===== src/rtl/rip_fifo_read_serializer.sv =====
// Drains words from a first-word-fall-through FIFO and emits each one as
// DATA_WIDTH/OUT_WIDTH valid/ready beats, least-significant slice first.
module rip_fifo_read_serializer #(
  parameter int unsigned DATA_WIDTH = 128,
  parameter int unsigned OUT_WIDTH  = 32
) (
  input  logic                  clk,
  input  logic                  rst_n,
  input  logic                  fifo_empty,
  input  logic [DATA_WIDTH-1:0] fifo_data,
  output logic                  fifo_r_en,
  output logic                  m_valid,
  input  logic                  m_ready,
  output logic [OUT_WIDTH-1:0]  m_data,
  output logic                  m_last,
  output logic [31:0]           word_count
);

  localparam int unsigned Ratio = DATA_WIDTH / OUT_WIDTH;
  localparam int unsigned BeatW = (Ratio > 1) ? $clog2(Ratio) : 1;
  localparam logic [BeatW-1:0] LastBeat = BeatW'(Ratio - 1);

  if ((OUT_WIDTH == 0) || (DATA_WIDTH % OUT_WIDTH != 0)) begin : gen_width_check
    $error("DATA_WIDTH must be a non-zero integer multiple of OUT_WIDTH");
  end

  typedef enum logic {StIdle, StSend} state_e;

  state_e                            state_q;
  logic [Ratio-1:0][OUT_WIDTH-1:0]   buffer_q;
  logic [BeatW-1:0]                  beat_q;
  logic [31:0]                       word_count_q;
  logic [OUT_WIDTH-1:0]              slice;

  if (Ratio == 1) begin : gen_single_slice
    assign slice = buffer_q[0];
  end else begin : gen_multi_slice
    assign slice = buffer_q[beat_q];
  end

  always_comb begin
    m_valid    = (state_q == StSend);
    m_last     = m_valid && (beat_q == LastBeat);
    m_data     = slice;
    word_count = word_count_q;
    // A pop is only requested when idle or while the last beat is leaving,
    // which keeps consecutive words gap-free. Gated by reset so nothing is
    // popped while the block is held in reset.
    fifo_r_en  = rst_n && !fifo_empty &&
                 ((state_q == StIdle) || (m_ready && m_last));
  end

  always_ff @(posedge clk or negedge rst_n) begin
    if (!rst_n) begin
      state_q      <= StIdle;
      buffer_q     <= '0;
      beat_q       <= '0;
      word_count_q <= '0;
    end else begin
      unique case (state_q)
        StIdle: begin
          if (fifo_r_en) begin
            buffer_q <= fifo_data;
            beat_q   <= '0;
            state_q  <= StSend;
          end
        end
        StSend: begin
          if (m_ready) begin
            if (m_last) begin
              word_count_q <= word_count_q + 32'd1;
              if (fifo_r_en) begin
                buffer_q <= fifo_data;
                beat_q   <= '0;
              end else begin
                state_q <= StIdle;
              end
            end else begin
              beat_q <= beat_q + BeatW'(1);
            end
          end
        end
        default: state_q <= StIdle;
      endcase
    end
  end

endmodule


===== config.mk =====
export PLATFORM = sky130hd
export DESIGN_NAME = rip_fifo_read_serializer
export DESIGN_NICKNAME = d
export VERILOG_FILES = /design/src/rtl/rip_fifo_read_serializer.sv
export SDC_FILE = /design/constraint.sdc
export NUM_CORES = 1
export LEC_CHECK = 0
export CORE_AREA = 2 2 98 194
export DETAILED_ROUTE_END_ITERATION = 7
export DIE_AREA = 0 0 100 196
export GPL_TIMING_DRIVEN = 0
export PLACE_DENSITY = 0.69
export SLEW_MARGIN = 40
export SYNTH_ARGS = -nofsm -noshare
export SYNTH_HDL_FRONTEND = slang
export SYNTH_SLANG_ARGS = --single-unit

===== constraint.sdc =====
create_clock -name clk -period 2.8 [get_ports clk]
set_clock_uncertainty 0.15 [all_clocks]
set_input_delay 0.84 -clock clk [delete_from_list [all_inputs] [get_ports clk]]
set_output_delay 0.84 -clock clk [all_outputs]
set_load 0.02 [all_outputs]

==> results of run 1 <==
[how the worst max path moves through the flow]
stage / to / slack, ns / cells after the start
floorplan: fifo_r_en / 0.13 / 3
global placement: fifo_r_en / -7.07 / 5
detailed placement: fifo_r_en / -1.44 / 5
CTS: m_data[12] / -0.14 / 5
global route: m_data[15] / -0.11 / 5
finish: m_data[15] / -0.04 / 5
[cell type report]
type / instances / area share [%]
tap: 216 / 2.66
clock buffer: 21 / 4.44
sequential: 163 / 40.2
multi-input combinational: 265 / 29.2
antenna: 2 / 0.0493
inverter: 1 / 0.0370
clock inverter: 10 / 1.09
timing repair buffer: 207 / 20.6
buffer: 23 / 1.78
[metrics by stage]
| step | utilization [%] | worst slack (ns) | setup TNS (ns) |
|---|---|---|---|
| after floorplan | - | 0.131 | 0 |
| final | 55.7 | -0.0354 | -0.145 |
| after detailed placement | 51.8 | -1.44 | -95.44 |
| after CTS | 55.8 | -0.140 | -1.56 |
| after global placement | 51.5 | -7.07 | -1752.56 |
| after global routing | 55.7 | -0.113 | -1.85 |
[Yosys cell counts (3+ instances only)]
cell	n	area share [%]
and3_1	8	0.70
dfrtp_1	163	57
nand4_1	7	0.61
mux4_2	32	10
nor2_1	7	0.37
nor4_4	3	0.89
xor2_1	14	1.7
xnor2_1	18	2.2
nand2_1	12	0.63
buf_2	13	0.91
nor3_1	4	0.28
clkbuf_1	10	0.53
nand3_1	13	0.91
and4_1	3	0.37
mux2_2	129	20
[layer usage]
layer	vias to the layer above	wire (um)	global-route usage, %	part of all wire (%)
li1	2121	-	-	-
met1	2499	6630	20.9	34
met2	143	11100	38.9	58
met3	34	925	4.95	4.8
met4	0	614	9.39	3.2
met5	-	0	0	0
[worst max-delay path, stage by stage, from the launching register on]
cell and delay (ns):
dfrtp_1 0.37, buf_8 0.15, buf_12 0.12, buf_12 0.12, mux4_2 0.52, buf_6 0.15
[power groups by stage]
stage                     Clock, W  Combinational (W)  Sequential (W)
after global placement           0            0.00446         0.00383
after floorplan                  0            0.00282         0.00375
after global routing       0.00238            0.00498         0.00401
after detailed placement         0            0.00456         0.00393
final                      0.00224            0.00470         0.00389
after CTS                  0.00229            0.00480         0.00389
[state kept, by name, indices dropped and copies added (netlist names)]
signal      cells
buffer_q      128
word_count     32
beat_q          2
m_valid         1
[timing repair]
action                     CTS  global route
setup buffers                6             1
setup endpoints to repair  152            33
resized for setup          202            13
gates cloned                 2             0
pin swaps                    1             0
[kinds of logic (layout without fill, tap and decap cells)]
family                     count (synthesis)  count (layout)  synth area share (%)
xor gates and xnor gates                  32              32                  3.93
buffers and inverters                     25             262                  1.65
AOI/OAI and AO/OA                          1               1                0.0701
adders and majority gates                  2               2                 0.351
and+or+nand+nor                           68              68                  6.19
muxes                                    162             162                  30.6
other                                      0               2                     0
DFF                                      163             163                  57.2
==> run metrics, run 1 <==
status=complete, but fails checks; failing checks=negative setup slack; die height=196 um; CP endpoint kind=output port; Core ar.=0.0182 sq mm; CP max FO=6; HPWL Detailed=14500 um; crit path launch=beat_q[0]; final setup fails=7; Cells after Synth=between 400 and 500; CTS max path bufs=2; sequential power share=35.9%; NetSw=0.00347 W; Post-synth EDFFs=0; Seq. cell area=between 0.004 and 0.005 sq mm; Max Fclk=between 300 and 400 MHz; most common cell after layout, fill and taps aside=dfrtp_1; H-Tree Depth=4; commonest cells after routing, fill and taps aside=163 x dfrtp_1, 161 x clkdlybuf4s50_1, 129 x mux2_2, 32 x mux4_2, 23 x buf_6; DRC viols=0; layout cells sized above 1=38.0%; via count=4797; FP Rows=70; CP required=about 1.8 ns; YS warnings=0; Final Power=0.0108 W; die width=100 um; terminus of the critical flop-to-flop path=buffer_q[57]; Synth async-reset ratio=100%; Logic pwr share=about 43%; Num CTS Buffers=17; placed insts=869; antenna violations before repair=2; reg2reg path depth=8; Hold Slack=0.123 ns; P_leak=between 4 and 5 nW; Net Sw Frac=32.1%; clock slew at reported path FFs=0.07 ns; DRT antenna net count=0; Nets=between 800 and 900; vias per cell=~5.3; largest net degree at the start of global routing=75; fin crit period=2.84 ns; Crit Path Category=flop to output port; final worst-path cycle share=101%; library cells used by synthesis=28; area of the multi-input gates=0.00296 sq mm; pwr/cell area=1070 mW/mm^2; Routed WL=19300 um; worst r2r src=beat_q[0]; syn_area_per_cell=around 16 sq um; Hold Crit Class=input port to asynchronous set/reset pin; first-pass GRT wire length=30300 um; vias in the first global route=about 5600; setup ws final=-0.0354 ns; Yosys reg bits=163; register area share after synthesis=57.2%; clock network power share=20.7%; # IOs=199; clk root buf=clkbuf_16; IO buf count=198; P_int=0.00735 W; Slew Viols, Final=0; Final Hold Fails=0; Starting Density=39.1%; gr usage total=20.6%; Max IR drop VDD=between 0.0005 and 0.0006 V; placed instance area=0.00944 sq mm; Filler Cells Inserted=1523; RSZ-0062 raised after global routing=true; top_reg_cell synth=dfrtp_1; CTS tree=yes; Placer Congestion=0.840; R2R Setup Slk=0.26 ns; syn_nets=587; Slew headroom=between 40% and 50%; Worst setup SP type=flop; die area=0.0196 sq mm; clk_lat worst skew=0.42 ns; Sink Count=roughly 160; hold-fix buffers at CTS=0; area delta synth->final=42.2%; final std cells w/o fill=908; design area=~0.010 sq mm; mapped cell area=0.00713 sq mm; GR Overflow Total=0; WL/cell=21.2 um; 1st-iter DRT viols=108; WP data arrival=1.85 ns; max_cap viols=0; measured slew at the worst slew-check pin=roughly 0.8 ns; drt pass-1 iters=4
Power figures use the tool's default switching activity.
==> run 2: changes to the inputs <==
ABC_AREA = 1   (was default)
CORE_AREA = 2 2 101 201   (was 2 2 98 194)
DIE_AREA = 0 0 103 203   (was 0 0 100 196)
PLACE_DENSITY = 0.68   (was 0.69)
==> run 2 against run 1 <==
  * The run now ends clean
  * First-iteration DRC count increased by 140%
  * Total power increased by 6.5%
  * Sequential share of layout area decreased by 3.3 points
  * Area after synthesis increased by 7.2%
  * Non-clock buffer count increased by 38
  * Worst hold slack got worse by 0.027 ns
  * Wire length increased by 39%
  * Largest cell class unchanged
  * Largest power group unchanged
==> run metrics, run 2 <==
sequential power share=approximately 33%; Synth async-reset ratio=100%; placed insts=1455; mapped cell area=0.00764 sq mm; Worst setup SP type=flop; WL/cell=17.7 um; CP max FO=10; reg2reg path depth=10; Synth top area share=53.4%; max_cap viols=0; clock network power share=20.3%; worst path cell trace=buf_6 -> inv_8 -> clkbuf_4 -> o21ai_0 -> o22ai_2 -> buf_4; HPWL Detailed=19200 um; Routed WL=26700 um; most common cell after layout, fill and taps aside=nand2_1; Critical-path top delay cell=dfrtp_1; P_int=0.00692 W; FP Rows=72; YS warnings=0; DRC viols=0; Yosys top cell by area=dfrtp_1; Max Fclk=361 MHz; syn_area_per_cell=7.67 sq um; via count=about 7400; die area=0.0209 sq mm; DRT antenna net count=0; commonest cells after routing, fill and taps aside=463 x nand2_1, 162 x dfrtp_1, 162 x clkdlybuf4s50_1, 103 x nor2_1, 49 x o21ai_0; area of the multi-input gates=0.00323 sq mm; fin util=a little under three fifths; Nets=1369; Worst Path Buf+Inv=4; Final Hold Fails=0; top cells by count, synth=465 x nand2_1, 163 x dfrtp_1, 106 x nor2_1; clk_lat worst skew=0.43 ns; WP data arrival=about 1.8 ns; pwr/cell area=1040 mW/mm^2; Starting Density=39.6%; vias in the first global route=just under 8000; Cells after Synth=996; CTS tree=yes; Ant. Diodes=0; Post-synth EDFFs=0; Crit Path Category=flop to output port; max reg flops=128; Num CTS Buffers=17; Slew headroom=64.3%; Largest stage delay, worst path=~0.40 ns; area delta synth->final=44.5%; GR Overflow Total=0; syn_nets=1130; NetSw=0.00461 W; register area share after synthesis=a little over half; cell family with most CP delay=buffers and inverters; final std cells w/o fill=1507; R2R Setup Slk=0.56 ns; gr usage total=25.9%; final setup fails=0; vias per cell=4.92; die height=203 um; # IOs=199; P_leak=5.45 nW; first-pass GRT wire length=40200 um; Yosys reg bits=163; Hold Slack=0.0959 ns; Core ar.=0.0193 sq mm; H-Tree Depth=4; terminus of the critical flop-to-flop path=word_count[21]; CP endpoint kind=output port; status=finished, final reports clean; top_reg_cell synth=dfrtp_1; final worst-path cycle share=98.9%; Slew Viols, Final=0; Hold Crit Class=input port to asynchronous set/reset pin; fin crit period=2.77 ns; Seq. cell area=0.00408 sq mm; measured slew at the worst slew-check pin=~0.54 ns; most frequent cell after synthesis=nand2_1; antenna violations before repair=0; clk root buf=clkbuf_16; largest net degree at the start of global routing=51; die width=slightly above 100 um; worst r2r src=beat_q[0]; Logic pwr share=approximately 47%; Net Sw Frac=between 30% and 40%; Placer Congestion=approximately 0.94; drt pass-1 iters=5; CTS max path bufs=2; Sink Count=163; Area contributors post-synth=dfrtp_1 53%, nand2_1 23%, nor2_1 5.2%; Setup TNS Final=0 ns; 1st-iter DRT viols=between 200 and 300; IO buf count=198; Filler Cells Inserted=1862; Max IR drop VDD=slightly below 0.0006 V; library cells used by synthesis=23; Biggest register=buffer_q; CP required=between 1.5 and 2 ns; clock slew at reported path FFs=approximately 0.070 ns; CP Depth=6; layout cells sized above 1=between 10% and 20%
## run 2: worst max-delay path by stage
stage / to / slack [ns] / from
finish: m_data[6] / 0.03 / beat_q[0]
global route: m_data[13] / -0.01 / beat_q[0]
CTS: m_data[23] / 0.0001 / beat_q[0]
detailed placement: fifo_r_en / -1.11 / rst_n
global placement: fifo_r_en / -6.75 / rst_n
floorplan: fifo_r_en / 0.38 / m_ready
## run 2: repair_timing
action | CTS | global route
buffers inserted | 7 | 6
gates resized for setup | 196 | 64
pin swaps | 5 | 5
setup endpoints to repair | 34 | 32
gates cloned | 4 | 5
hold buffers | 0 | 0
## run 2: cells by family (layout without fill, tap and decap cells)
logic type | Yosys count | count (layout) | share of synthesized area (%)
fa+ha+maj | 2 | 2 | 0.327
xor+xnor | 15 | 15 | 1.72
compound gates | 100 | 100 | 7.11
flops | 163 | 163 | 53.4
simple gates | 618 | 618 | 31.8
buf+inv | 98 | 350 | 5.70
## run 2: final cells by class
type / instances / area share [%]
Sequential cell: 163 / 36.9
Buffer: 46 / 3.22
Timing Repair Buffer: 222 / 20.6
Clock buffer: 21 / 4.17
Clock inverter: 11 / 1.18
Multi-Input combinational cell: 735 / 29.2
Tap cell: 259 / 2.93
Inverter: 50 / 1.79
## run 2: stage by stage
step                setup WS (ns)  area [sq um]  total power (W)
global route              -0.0148         11000           0.0122
global placement            -6.75          9950          0.00857
finish                     0.0308         11000           0.0115
floorplan                   0.375          7640          0.00646
CTS                      0.000129         10800           0.0110
detailed placement          -1.11         10000          0.00865
## run 2: power groups by stage
stage               Clock (W)  Combinational (W)  Sequential [W]
CTS                   0.00237            0.00483         0.00379
detailed placement          0            0.00484         0.00381
global placement            0            0.00476         0.00380
finish                0.00234            0.00537         0.00382
global route          0.00246            0.00584         0.00391
floorplan                   0            0.00275         0.00371
## run 2: per-layer routing
| metal | up-vias | GRT usage (%) | wire (um) |
|---|---|---|---|
| met4 | 0 | 14.5 | 1400 |
| met5 | - | 0 | 0 |
| li1 | 3597 | - | - |
| met3 | 73 | 3.41 | 1080 |
| met2 | 253 | 48.4 | 14900 |
| met1 | 3495 | 26.4 | 9360 |
==> run 3: changes to the inputs <==
CTS_CLUSTER_DIAMETER = 60   (was default)
==> results of run 3 <==
The final DEF is identical to that of run 2; final timing and power are the same.
